File: src/rtl/dsram_bridge_if.sv
// Data SRAM bus between the memory-stage bridge (master) and the SRAM/bus fabric (slave).
// Uses a req/addr_ok/data_ok handshake with variable latency.
interface dsram_bridge_if;
  logic        req;
  logic        wr;
  logic [3:0]  wstrb;
  logic [31:0] addr;
  logic [31:0] wdata;
  logic        addr_ok;
  logic        data_ok;
  logic [31:0] rdata;

  modport master (
    output req, wr, wstrb, addr, wdata,
    input  addr_ok, data_ok, rdata
  );

  modport slave (
    input  req, wr, wstrb, addr, wdata,
    output addr_ok, data_ok, rdata
  );
endinterface

File: src/rtl/dsram_bridge.sv
// M-stage load/store bridge onto a variable-latency data SRAM bus: builds strobes and
// replicated store data, aligns/extends load data, and stalls the pipeline while busy.
module dsram_bridge #(
  parameter int TIMEOUT = 255
) (
  input  logic                  clk,
  input  logic                  resetn,
  input  logic                  cpu_req,
  input  logic                  cpu_wr,
  input  logic [1:0]            cpu_size,
  input  logic                  cpu_sign,
  input  logic [31:0]           cpu_addr,
  input  logic [31:0]           cpu_wdata,
  output logic                  cpu_stall,
  output logic                  cpu_done,
  output logic [31:0]           cpu_rdata,
  output logic                  cpu_addr_err,
  output logic                  cpu_bus_err,
  dsram_bridge_if.master        bus
);

  typedef enum logic [1:0] {
    IDLE,
    ADDR,
    DATA,
    DONE
  } state_t;

  localparam bit          WD_EN    = (TIMEOUT != 0);
  localparam logic [15:0] CNT_LAST = 16'(TIMEOUT - 1);

  state_t      state;
  state_t      state_nxt;
  logic [15:0] cnt;

  logic        wr_q;
  logic [1:0]  size_q;
  logic        sign_q;
  logic [31:0] addr_q;
  logic [3:0]  wstrb_q;
  logic [31:0] wdata_q;
  logic        bus_err_q;

  logic        misaligned;
  logic        accept;
  logic        capture;
  logic        timeout;
  logic        expired;
  logic        req_c;
  logic [3:0]  wstrb_new;
  logic [31:0] wdata_new;
  logic [7:0]  load_byte;
  logic [15:0] load_half;
  logic [31:0] load_data;

  // Alignment, strobes and replicated store data are derived from the live CPU request
  // so they can be latched in the same cycle the request is accepted.
  always_comb begin
    misaligned = 1'b0;
    wstrb_new  = 4'b1111;
    wdata_new  = cpu_wdata;
    case (cpu_size)
      2'd0: begin
        wstrb_new = 4'b0001 << cpu_addr[1:0];
        wdata_new = {4{cpu_wdata[7:0]}};
      end
      2'd1: begin
        misaligned = cpu_addr[0];
        wstrb_new  = 4'b0011 << {cpu_addr[1], 1'b0};
        wdata_new  = {2{cpu_wdata[15:0]}};
      end
      default: begin
        misaligned = |cpu_addr[1:0];
      end
    endcase
    if (!cpu_wr) begin
      wstrb_new = 4'b0000;
    end
  end

  always_comb begin
    load_byte = bus.rdata[7:0];
    case (addr_q[1:0])
      2'd0: load_byte = bus.rdata[7:0];
      2'd1: load_byte = bus.rdata[15:8];
      2'd2: load_byte = bus.rdata[23:16];
      2'd3: load_byte = bus.rdata[31:24];
      default: load_byte = bus.rdata[7:0];
    endcase
    load_half = addr_q[1] ? bus.rdata[31:16] : bus.rdata[15:0];
    case (size_q)
      2'd0:    load_data = {{24{sign_q & load_byte[7]}}, load_byte};
      2'd1:    load_data = {{16{sign_q & load_half[15]}}, load_half};
      default: load_data = bus.rdata;
    endcase
  end

  // The watchdog budget spans ADDR and DATA together; a handshake on the expiry cycle wins.
  assign expired = WD_EN && (cnt == CNT_LAST);

  always_comb begin
    state_nxt    = state;
    cpu_stall    = 1'b0;
    cpu_done     = 1'b0;
    cpu_addr_err = 1'b0;
    req_c        = 1'b0;
    accept       = 1'b0;
    capture      = 1'b0;
    timeout      = 1'b0;
    case (state)
      IDLE: begin
        if (cpu_req) begin
          if (misaligned) begin
            cpu_addr_err = 1'b1;
          end else begin
            accept    = 1'b1;
            cpu_stall = 1'b1;
            state_nxt = ADDR;
          end
        end
      end
      ADDR: begin
        cpu_stall = 1'b1;
        req_c     = 1'b1;
        if (bus.addr_ok) begin
          state_nxt = DATA;
        end else if (expired) begin
          timeout   = 1'b1;
          state_nxt = IDLE;
        end
      end
      DATA: begin
        cpu_stall = 1'b1;
        if (bus.data_ok) begin
          capture   = 1'b1;
          state_nxt = DONE;
        end else if (expired) begin
          timeout   = 1'b1;
          state_nxt = IDLE;
        end
      end
      DONE: begin
        cpu_done  = 1'b1;
        state_nxt = IDLE;
      end
      default: begin
        state_nxt = IDLE;
      end
    endcase
  end

  always_ff @(posedge clk) begin
    if (!resetn) begin
      state     <= IDLE;
      cnt       <= 16'd0;
      wr_q      <= 1'b0;
      size_q    <= 2'd0;
      sign_q    <= 1'b0;
      addr_q    <= 32'd0;
      wstrb_q   <= 4'd0;
      wdata_q   <= 32'd0;
      bus_err_q <= 1'b0;
      cpu_rdata <= 32'd0;
    end else begin
      state     <= state_nxt;
      bus_err_q <= timeout;
      if (accept) begin
        cnt     <= 16'd0;
        wr_q    <= cpu_wr;
        size_q  <= cpu_size;
        sign_q  <= cpu_sign;
        addr_q  <= cpu_addr;
        wstrb_q <= wstrb_new;
        wdata_q <= wdata_new;
      end else if (state == ADDR || state == DATA) begin
        cnt <= cnt + 16'd1;
      end
      // Stores complete without disturbing the last load result.
      if (capture && !wr_q) begin
        cpu_rdata <= load_data;
      end
    end
  end

  assign cpu_bus_err = bus_err_q;
  assign bus.req     = req_c;
  assign bus.wr      = wr_q;
  assign bus.wstrb   = wstrb_q;
  assign bus.addr    = addr_q;
  assign bus.wdata   = wdata_q;

endmodule

File: src/flat_wrapper.sv
// flat-port wrapper written by rule: the top's interface ports become plain ports
module dsram_bridge_flat 
#(
  parameter int TIMEOUT = 255
)
  (clk, resetn, cpu_req, cpu_wr, cpu_size, cpu_sign, cpu_addr, cpu_wdata, cpu_stall, cpu_done, cpu_rdata, cpu_addr_err, cpu_bus_err, bus_req, bus_wr, bus_wstrb, bus_addr, bus_wdata, bus_addr_ok, bus_data_ok, bus_rdata);
  dsram_bridge_if bus_i ();
  input  logic clk;
  input  logic resetn;
  input  logic cpu_req;
  input  logic cpu_wr;
  input  logic [1:0] cpu_size;
  input  logic cpu_sign;
  input  logic [31:0] cpu_addr;
  input  logic [31:0] cpu_wdata;
  output logic cpu_stall;
  output logic cpu_done;
  output logic [31:0] cpu_rdata;
  output logic cpu_addr_err;
  output logic cpu_bus_err;
  output wire logic [$bits(bus_i.req)-1:0] bus_req;
  output wire logic [$bits(bus_i.wr)-1:0] bus_wr;
  output wire logic [$bits(bus_i.wstrb)-1:0] bus_wstrb;
  output wire logic [$bits(bus_i.addr)-1:0] bus_addr;
  output wire logic [$bits(bus_i.wdata)-1:0] bus_wdata;
  input wire logic [$bits(bus_i.addr_ok)-1:0] bus_addr_ok;
  input wire logic [$bits(bus_i.data_ok)-1:0] bus_data_ok;
  input wire logic [$bits(bus_i.rdata)-1:0] bus_rdata;
  assign bus_req = bus_i.req;
  assign bus_wr = bus_i.wr;
  assign bus_wstrb = bus_i.wstrb;
  assign bus_addr = bus_i.addr;
  assign bus_wdata = bus_i.wdata;
  assign bus_i.addr_ok = bus_addr_ok;
  assign bus_i.data_ok = bus_data_ok;
  assign bus_i.rdata = bus_rdata;
  dsram_bridge #(.TIMEOUT(TIMEOUT)) u_core (.clk(clk), .resetn(resetn), .cpu_req(cpu_req), .cpu_wr(cpu_wr), .cpu_size(cpu_size), .cpu_sign(cpu_sign), .cpu_addr(cpu_addr), .cpu_wdata(cpu_wdata), .cpu_stall(cpu_stall), .cpu_done(cpu_done), .cpu_rdata(cpu_rdata), .cpu_addr_err(cpu_addr_err), .cpu_bus_err(cpu_bus_err), .bus(bus_i));
endmodule
File: config.mk
export PLATFORM = sky130hd
export DESIGN_NAME = dsram_bridge_flat
export DESIGN_NICKNAME = d
export VERILOG_FILES = /design/src/rtl/dsram_bridge_if.sv /design/src/rtl/dsram_bridge.sv /design/src/flat_wrapper.sv
export SDC_FILE = /design/constraint.sdc
export NUM_CORES = 1
export LEC_CHECK = 0
export ABC_CLOCK_PERIOD_IN_PS = 3400
export CORE_MARGIN = 4
export CORE_UTILIZATION = 45
export DETAILED_ROUTE_END_ITERATION = 8
export GPL_ROUTABILITY_DRIVEN = 1
export GPL_TIMING_DRIVEN = 0
export PLACE_DENSITY = 0.83
export SLEW_MARGIN = 0
export SYNTH_ARGS = -nofsm -noshare
export SYNTH_HDL_FRONTEND = slang
export SYNTH_SLANG_ARGS = --single-unit
File: constraint.sdc
create_clock -name clk -period 3.4 [get_ports clk]
set_clock_uncertainty 0.1 [all_clocks]
set_input_delay 1.02 -clock clk [delete_from_list [all_inputs] [get_ports clk]]
set_output_delay 1.02 -clock clk [all_outputs]
set_load 0.05 [all_outputs]
==> results by group <==
Timing
  • Tmin final: 3360 ps
  • Final setup fails: 0
  • Slew margin rel.: 0.552
  • Worst Tran Pin Value: 672 ps
  • Fmax: 298 MHz
  • Max Slew Vio Count: 0
  • Final Hold Viols: 0
  • Unrepaired setup endpoints after global routing: false
  • Final period utilization: 0.988
  • Final setup margin: 40.7 ps

Global route
  • Grt ovf: 0
  • Vias in the first global route: 5713
  • Largest net degree at the start of global routing: 19
  • Global-route wire length before repair: 29700 microns
  • Total track usage: 0.265
  • Initial antenna violation count: 0

Synthesis
  • Synthesized instance count: 679
  • Synthesized area: 5650 sq um
  • Post-synth top flop: dfxtp_1
  • Post-synth ARST share: 0
  • Yosys cell types: 60
  • Synth warn: 0
  • EDFF count, synth: 0
  • Sequential-to-total area share from yosys stat: 0.436
  • #FFs+latches synth: 123
  • Post-synth net total: 790
  • Syn Area/Cell: 8.32 sq um

Cells and area
  • Area growth from synthesis to layout: 51.1%
  • Layout cells sized above 1: 0.0716
  • Finished Layout Cells: 1090
  • Antenna Diode Count: 0
  • Fin nets: 1021

Drt
  • Via/cell ratio: 5.30
  • Remaining antenna violation count: 0
  • WL/cell: 17.6 microns
  • DR DRC count: 0
  • DR pass1 iterations: 5
  • Initial drt markers: 390
  • Routed wire length: 19200 microns
  • Vias: 5774

Clock network
  • CTS sink count: 123
  • Inserted Clock Buffers: 17
  • Clock Path Buffers: 2
  • TritonCTS clock tree: done
  • Number of hold buffers added after cts: 0
  • Clock transition at the registers of the reported paths: 50 ps
  • Clk_lat worst skew: 420 ps
  • Root Driver: clkbuf_16
  • H-tree depth: 4

Setup path
  • Worst path required time: 2280 ps
  • Critical path, cell by cell: clkdlybuf4s15_1, a21bo_4, nor3b_4, buf_6, nor2_1, nor2_4, buf_8
  • Critical path class: input port to primary output
  • Crit-path max cell delay: 270 ps
  • CP Buf/Inv Count: 3
  • CP top delay family: buffers and inverters
  • Crit. End Element: primary output
  • Worst-path fanout max: 4
  • Startpoint type of the worst setup path: input port
  • Reg2reg start: u_core.state[1]
  • CP Data Arrival Time: 2240 ps
  • Crit path launch: cpu_size[0]
  • Slowest CP cell: a21bo_4

Floorplan
  • Die Y: 120 microns
  • Cell Rows: 40
  • Die Wd: 120 microns
  • Area of the core: 12200 sq um
  • Die area: 14400 sq um
  • Initial core utilization: 0.464
  • Io pins: 211

Place
  • Place WS: -1510 ps
  • DP Wirelength: 14000 microns
  • Placed Instances: 1056
  • Routability cong.: 0.924
  • Number of port buffers: 209

Pwr
  • Pwr Density: 659 nW/um^2
  • Design Power: 5620 uW
  • IR drop worst, VDD: 0.449 mV
  • Leak Pwr: 0.00332 uW

Flow run
  • Max Cap Viol: 0

Outcome
  • Status: completed

Hold path
  • Hold Startpoint: u_core.bus.addr[10]
  • Worst hold path type: flop to flop
[tightest hold or removal path, stage by stage, from the launching register on]
cell,delay [ps]
dfxtp_1,300
nand2_1,50
a21boi_1,50
[Yosys cell counts, types with 2 or more instances]
library cell	n	area share
nand4_1	3	0.0033
nand2b_1	2	0.0022
clkbuf_1	33	0.022
or3_1	2	0.0022
nand3_1	17	0.015
buf_2	15	0.013
a22oi_1	7	0.0093
a21boi_1	51	0.068
buf_1	3	0.0020
mux2i_1	24	0.043
a21oi_1	61	0.054
nor2b_1	5	0.0055
o211a_1	16	0.028
o21ai_1	8	0.0071
xor2_1	3	0.0047
nor3_1	2	0.0018
or2_2	2	0.0022
nand2_1	137	0.091
inv_1	9	0.0060
o21ai_0	50	0.044
or4_1	2	0.0027
ha_1	6	0.013
a22o_1	7	0.011
nor2_1	31	0.021
nor4_1	5	0.0055
o21bai_1	6	0.0080
dfxtp_1	123	0.44
and3_1	7	0.0078
xnor2_1	10	0.016
a21o_1	2	0.0027
[layout make-up]
class                   count  area [sq um]
fillers                   980          3630
repair buffers            213          2120
well taps                 168           210
inverters                  10          37.5
plain buffers              51           220
flip-flops and latches    123          2460
clock inverters             8          70.1
multi-input cells         494          2950
clock buffers              23           468
[registers in the layout (all words and copies together) (netlist names)]
signal              flops
u_core.bus.wr           1
u_core.sign_q           1
u_core.state            2
u_core.bus.addr        32
u_core.cnt             16
u_core.bus.wstrb        4
u_core.bus.wdata       32
u_core.size_q           2
u_core.cpu_bus_err      1
u_core.cpu_rdata       32
[power by group]
part,internal (uW),switching [uW]
sequential,1660,137
clock,1030,628
combinational,772,1400
total,3460,2160
[final timing paths]
path                          to  slack [ps]  depth (start not counted)
max                    cpu_stall          40                          7
min          u_core.bus.addr[10]         350                          2
max reg2reg       u_core.cnt[15]        1150                          7
min reg2reg  u_core.bus.addr[10]         350                          2
[timing repair]
| item | CTS | global route |
|---|---|---|
| setup endpoints to repair | 2 | 2 |
| pin swaps | 3 | 1 |
| resized for setup | 24 | 4 |
| buffers inserted | 4 | 0 |
[routing by layer]
| layer | share of wire | global-route usage |
|---|---|---|
| met5 | 0 | 0 |
| met4 | 0.029 | 0.115 |
| met3 | 0.11 | 0.110 |
| met2 | 0.46 | 0.420 |
| met1 | 0.40 | 0.315 |
[per-stage QoR]
stage               area, sq um   util  hold WS, ps  setup TNS [ps]
floorplan                  5660      -          335               0
global placement           7960  0.654          339           -2190
detailed placement         7960  0.654          345           -2170
CTS                        8540  0.703          352               0
global route               8530  0.702          369               0
finish                     8530  0.702          349               0
[layout by cell type (no fill, tap or decap), types with 7 or more instances in the layout]
master           instances
clkdlybuf4s50_1        202
nand2_1                137
dfxtp_1                123
a21oi_1                 61
a21boi_1                51
o21ai_0                 50
clkbuf_1                36
nor2_1                  30
mux2i_1                 24
nand3_1                 17
clkbuf_16               17
o211a_1                 16
buf_2                   14
xnor2_1                 10
inv_1                    9
o21ai_1                  8
a22oi_1                  7
a22o_1                   7
and3_1                   7
[logic make-up (layout without fill, tap and decap cells)]
family                   count (synthesis)  count (layout)  share of synthesized area
buffers and inverters                   62             305                     0.0452
AND/OR/NAND/NOR                        229             229                      0.187
XOR/XNOR                                13              13                     0.0202
adder cells (fa/ha/maj)                  6               6                     0.0133
flip-flops                             123             123                      0.436
AO/OA/AOI/OAI                          221             221                      0.254
multiplexers                            25              25                     0.0445
Power figures use the tool's default switching activity.
